<file path="src/rtl/uart_pkg.sv">
// Shared UART definitions: receiver/transmitter FSM states and parity mode codes.
package uart_pkg;

  typedef enum logic [2:0] {
    ST_IDLE,
    ST_START,
    ST_DATA,
    ST_PAR,
    ST_STOP
  } uart_state_e;

  localparam int PAR_NONE = 0;
  localparam int PAR_ODD  = 1;
  localparam int PAR_EVEN = 2;

  function automatic logic maj3(input logic [2:0] s);
    return (s[0] & s[1]) | (s[0] & s[2]) | (s[1] & s[2]);
  endfunction

endpackage

</file>
<file path="src/rtl/uart_rx_sync.sv">
// Line synchronizer plus 3-sample majority voter for the UART receiver.
// vote is the majority of rxs over this cycle and the two before it.
module uart_rx_sync
  import uart_pkg::*;
(
  input  logic sampleclk,
  input  logic reset,
  input  logic uart_rx,
  output logic rxs,
  output logic vote
);

  logic       meta;
  logic [1:0] hist;

  // Flops reset to the idle-high line level so reset never looks like a start bit.
  always_ff @(posedge sampleclk) begin
    if (reset) begin
      meta <= 1'b1;
      rxs  <= 1'b1;
      hist <= 2'b11;
    end else begin
      meta <= uart_rx;
      rxs  <= meta;
      hist <= {hist[0], rxs};
    end
  end

  assign vote = maj3({hist, rxs});

endmodule

</file>
<file path="src/rtl/uart_rx_core.sv">
// Oversampling UART receiver: start/data/parity/stop FSM with a one-deep
// holding register and valid/ready handoff.
module uart_rx_core
  import uart_pkg::*;
#(
  parameter int DATA_BITS  = 8,
  parameter int OVERSAMPLE = 16,
  parameter int PARITY     = 0,
  parameter int STOP_BITS  = 1
) (
  input  logic                 sampleclk,
  input  logic                 reset,
  input  logic                 UART_RX,
  output logic [DATA_BITS-1:0] RX_DATA,
  output logic                 RX_VALID,
  input  logic                 RX_READY,
  output logic                 PARITY_ERR,
  output logic                 FRAME_ERR,
  output logic                 OVERRUN,
  output logic                 RX_BUSY
);

  if (DATA_BITS < 5 || DATA_BITS > 9) begin : g_bad_data_bits
    $error("uart_rx_core: DATA_BITS must be 5..9");
  end
  if (OVERSAMPLE < 8 || OVERSAMPLE > 64 || (OVERSAMPLE % 2) != 0) begin : g_bad_oversample
    $error("uart_rx_core: OVERSAMPLE must be even and 8..64");
  end
  if (PARITY != PAR_NONE && PARITY != PAR_ODD && PARITY != PAR_EVEN) begin : g_bad_parity
    $error("uart_rx_core: PARITY must be 0, 1 or 2");
  end
  if (STOP_BITS < 1 || STOP_BITS > 2) begin : g_bad_stop_bits
    $error("uart_rx_core: STOP_BITS must be 1 or 2");
  end

  localparam int            CW      = $clog2(OVERSAMPLE);
  localparam logic [CW-1:0] VOTE_AT = CW'(OVERSAMPLE / 2 + 1);
  localparam logic [CW-1:0] LAST_T  = CW'(OVERSAMPLE - 1);
  localparam logic          PAR_EXP = (PARITY == PAR_ODD);

  uart_state_e          state;
  logic [CW-1:0]        tcnt;
  logic [DATA_BITS-1:0] bit_oh;
  logic [DATA_BITS-1:0] shreg;
  logic                 par_bit;
  logic                 ferr_acc;
  logic                 stop_idx;
  logic                 armed;
  logic                 rxs;
  logic                 vote;
  logic                 mid;
  logic                 eob;
  logic                 last_stop;
  logic                 handshake;
  logic                 frame_perr;
  logic                 frame_ferr;

  uart_rx_sync u_sync (
    .sampleclk (sampleclk),
    .reset     (reset),
    .uart_rx   (UART_RX),
    .rxs       (rxs),
    .vote      (vote)
  );

  assign mid        = (tcnt == VOTE_AT);
  assign eob        = (tcnt == LAST_T);
  assign last_stop  = (STOP_BITS == 1) ? 1'b1 : stop_idx;
  assign handshake  = RX_VALID & RX_READY;
  assign frame_perr = (PARITY != PAR_NONE) && ((^shreg ^ par_bit) != PAR_EXP);
  assign frame_ferr = ferr_acc | ~vote;
  assign RX_BUSY    = (state != ST_IDLE);

  always_ff @(posedge sampleclk) begin
    if (reset) begin
      state      <= ST_IDLE;
      tcnt       <= '0;
      bit_oh     <= '0;
      shreg      <= '0;
      par_bit    <= 1'b0;
      ferr_acc   <= 1'b0;
      stop_idx   <= 1'b0;
      armed      <= 1'b0;
      RX_DATA    <= '0;
      RX_VALID   <= 1'b0;
      PARITY_ERR <= 1'b0;
      FRAME_ERR  <= 1'b0;
      OVERRUN    <= 1'b0;
    end else begin
      if (state == ST_IDLE) tcnt <= (armed && !rxs) ? CW'(1) : '0;
      else                  tcnt <= eob ? '0 : tcnt + 1'b1;

      // Completion below overrides this when a frame lands in the same cycle.
      if (handshake) begin
        RX_VALID   <= 1'b0;
        PARITY_ERR <= 1'b0;
        FRAME_ERR  <= 1'b0;
        OVERRUN    <= 1'b0;
      end

      case (state)
        ST_IDLE: begin
          if (rxs) armed <= 1'b1;
          else if (armed) begin
            state    <= ST_START;
            bit_oh   <= DATA_BITS'(1);
            ferr_acc <= 1'b0;
            stop_idx <= 1'b0;
          end
        end
        ST_START: begin
          if (mid && vote) state <= ST_IDLE;
          else if (eob)    state <= ST_DATA;
        end
        ST_DATA: begin
          if (mid) shreg <= {vote, shreg[DATA_BITS-1:1]};
          if (eob) begin
            bit_oh <= bit_oh << 1;
            if (bit_oh[DATA_BITS-1]) state <= (PARITY == PAR_NONE) ? ST_STOP : ST_PAR;
          end
        end
        ST_PAR: begin
          if (mid) par_bit <= vote;
          if (eob) state <= ST_STOP;
        end
        ST_STOP: begin
          if (mid) begin
            if (last_stop) begin
              // Leave mid-bit so the next start edge can be caught early.
              state <= ST_IDLE;
              armed <= 1'b0;
              if (!RX_VALID || RX_READY) begin
                RX_DATA    <= shreg;
                PARITY_ERR <= frame_perr;
                FRAME_ERR  <= frame_ferr;
                RX_VALID   <= 1'b1;
              end else begin
                OVERRUN <= 1'b1;
              end
            end else begin
              ferr_acc <= ferr_acc | ~vote;
            end
          end else if (eob) begin
            stop_idx <= 1'b1;
          end
        end
        default: state <= ST_IDLE;
      endcase
    end
  end

endmodule

</file>
<file path="config.mk">
export PLATFORM = sky130hd
export DESIGN_NAME = uart_rx_core
export DESIGN_NICKNAME = d
export VERILOG_FILES = /design/src/rtl/uart_pkg.sv /design/src/rtl/uart_rx_sync.sv /design/src/rtl/uart_rx_core.sv
export SDC_FILE = /design/constraint.sdc
export NUM_CORES = 1
export LEC_CHECK = 0
export ABC_AREA = 1
export ABC_CLOCK_PERIOD_IN_PS = 1800
export CORE_MARGIN = 10
export CORE_UTILIZATION = 50
export CTS_CLUSTER_SIZE = 30
export DETAILED_ROUTE_END_ITERATION = 6
export GPL_ROUTABILITY_DRIVEN = 0
export PLACE_DENSITY = 0.72
export SLEW_MARGIN = 30
export SYNTH_ARGS = -nofsm -noshare
export SYNTH_HDL_FRONTEND = slang
export SYNTH_SLANG_ARGS = --single-unit
</file>
<file path="constraint.sdc">
create_clock -name sampleclk -period 1.8 [get_ports sampleclk]
set_clock_uncertainty 0.15 [all_clocks]
set_input_delay 0.54 -clock sampleclk [delete_from_list [all_inputs] [get_ports sampleclk]]
set_output_delay 0.54 -clock sampleclk [all_outputs]
set_load 0.05 [all_outputs]
</file>
==> results.cfg <==
[run_status]
status = finished clean

[yosys]
yosys-top-cells-area = dfxtp_1, nor2_1, inv_1, nand2_1, nor3_2
yosys.area_share.adder = 0.0150
synthFlopType = dfxtp_1
yosys_warnings = 0
synth.distinct_cells = 27
synth.area.mux_share = 0
yosys.area_share.simple = 0.298
synth_top_family_by_area = simple AND/OR/NAND/NOR gates
synth_edf_count = 0
synthTopCellsByCount = nor2_1, dfxtp_1, inv_1, nand2_1, a21oi_1
syn_area_per_cell_um2 = 7.81
postSynthCellCount = 213
synth_top_cell_by_area = dfxtp_1
ys_async_sr_fraction = 0
synth_seq_cells = 40
synth_xor_area_frac = 0.0105
syn_area_um2 = 1660
syn_nets = 219
synth_seq_area_share = 0.481
synth_most_common_cell = nor2_1
synthDominantCellAreaShare = 0.481
synth_compound_area_frac = 0.102

[run]
max-cap-violations = 0

[route]
drcViolationCount = 0
wl_per_cell_um = 11.0
wl_met3_um = 206
ant_nets = 0
m1WireLength_um = 1430
first_iter_violations = 95
met2_length_um = 1430
firstDrtPassIters = 4
drt_wl_total_um = 3110
drt-vias-per-instance = 4.75
highest_layer = met4
vias = 1349

[setup_path]
crit_chain = nor2_4 -> nand2_2 -> buf_12
cp_max_fo = 3
worstSetupPathType = reg -> out
crit_slowest_cell = dfxtp_4
cp.arrival_ns = 1.08
critPathCaptureType = primary output
r2r_slack_ns = 0.18
cp.required_ns = 1.11
path_delay_family = flip-flops
crit_buf_inv = 1
cp-start-kind = register
critical-path-max-stage-delay_ns = 0.37

[cells_and_area]
insertedDiodeCount = 0
regArea_um2 = 815
drive_gt1_frac = 0.263
final_nets = 245
nFillCells = 263
syn2layout_area_growth_pct = 29.6
multi_input_area_um2 = 714

[floorplan]
die-area_um2 = 6040
io_pins = 17
die_w_um = 77.7
initial_core_util = 0.532
core_area_um2 = 3130
die_h_um = 77.7
rows = 20

[sta]
rsz0062_at_grt = true
relSlewSlack = 0.806
setup_violations = 0
max_freq_mhz = 566
hold_ws_ns = 0.273
period_minus_slack_ns = 1.77
finalHoldViolations = 0
drv_slew = 0
post-route-period-util = 0.981
worst_pin_slew_ns = 0.291

[power]
finalPower_mw = 2.44
peakVddDrop_v = 0.000688
powerDensity_nw_per_um2 = 1130
leakage_nw = 0.965

[grt]
grt_pass1_wl_um = 5480
antenna_found_initial = 0
grt.overflow.total = 0
grt_util_all_layers = 0.110
grt_max_degree = 21
grt_pass1_vias = 1198

[clock_network]
cts.path.max_buffers = 2
ctsHoldBuffers = 0
numCtsBuffers = 5
cts_tree = yes
insertion_delay_ns = 0.35
cts.clk_slew.worst_paths_ns = 0.11
root_buffer = clkbuf_4
clkSinkCount = 40
htreeDepth = 2

[placement]
portBuffers = 16
place_hpwl_um = 2230

[min_path]
hold_class = reg -> reg
through the flow:
stage	setup slack [ns]	cell area, um2	util	instances	setup TNS (ns)
finish	0.0339	2160	0.690	284	0
global route	-0.0234	2160	0.690	284	-0.0234
CTS	0.0102	2120	0.678	280	0
detailed placement	-0.0758	2040	0.651	271	-0.385
global placement	-0.0481	2040	0.651	271	-0.288
floorplan	0.244	1660	-	213	0
cell families (layout without fill, tap and decap cells):
group           after synthesis  count (layout)
compound gates               33              33
xor+xnor                      2               2
fa+ha+maj                     2               2
buf+inv                      36              63
flops                        40              40
simple gates                100             100
cells in the final DEF (no fill, tap or decap), types with 7 or more instances in the layout:
cell	n
a21oi_1	14
buf_12	16
buf_4	7
dfxtp_1	35
inv_1	23
nand2_1	22
nand3_1	11
nor2_1	42
nor3_2	8
o21ai_0	12
layer usage:
| layer | GRT usage | vias to the layer above |
|---|---|---|
| li1 | - | 721 |
| met1 | 0.132 | 601 |
| met2 | 0.163 | 22 |
| met3 | 0.0588 | 5 |
| met4 | 0.0438 | 0 |
| met5 | 0 | - |
final timing paths:
path              cells after the start         from         end
setup / recovery                      3     state[0]     RX_BUSY
hold / removal                        1  u_sync.meta  u_sync.rxs
setup reg to reg                      7      tcnt[0]   bit_oh[7]
hold reg to reg                       1  u_sync.meta  u_sync.rxs
final cells by class:
cell class	instances	area share
clock buffers	8	0.0273
inverters	29	0.0516
multi-input cells	137	0.331
flip-flops and latches	40	0.378
well taps	44	0.0255
repair buffers	26	0.187
where the power goes:
group	switching [mW]	internal (mW)
combinational	0.521	0.358
clock	0.276	0.193
sequential	0.0817	1.01
total	0.879	1.56
registers in the layout, summed over array words and instances, names as in the netlist:
name         count
tcnt             4
u_sync.hist      2
OVERRUN          1
RX_VALID         1
u_sync.rxs       1
u_sync.meta      1
FRAME_ERR        1
RX_DATA          8
shreg            8
bit_oh           8
armed            1
PARITY_ERR       1
state            3
repair_timing:
item	in CTS	in global routing
setup buffers	1	4
pin swaps	1	2
endpoints found under the setup margin	1	4
gates resized for setup	7	4
Power figures use the tool's default switching activity.
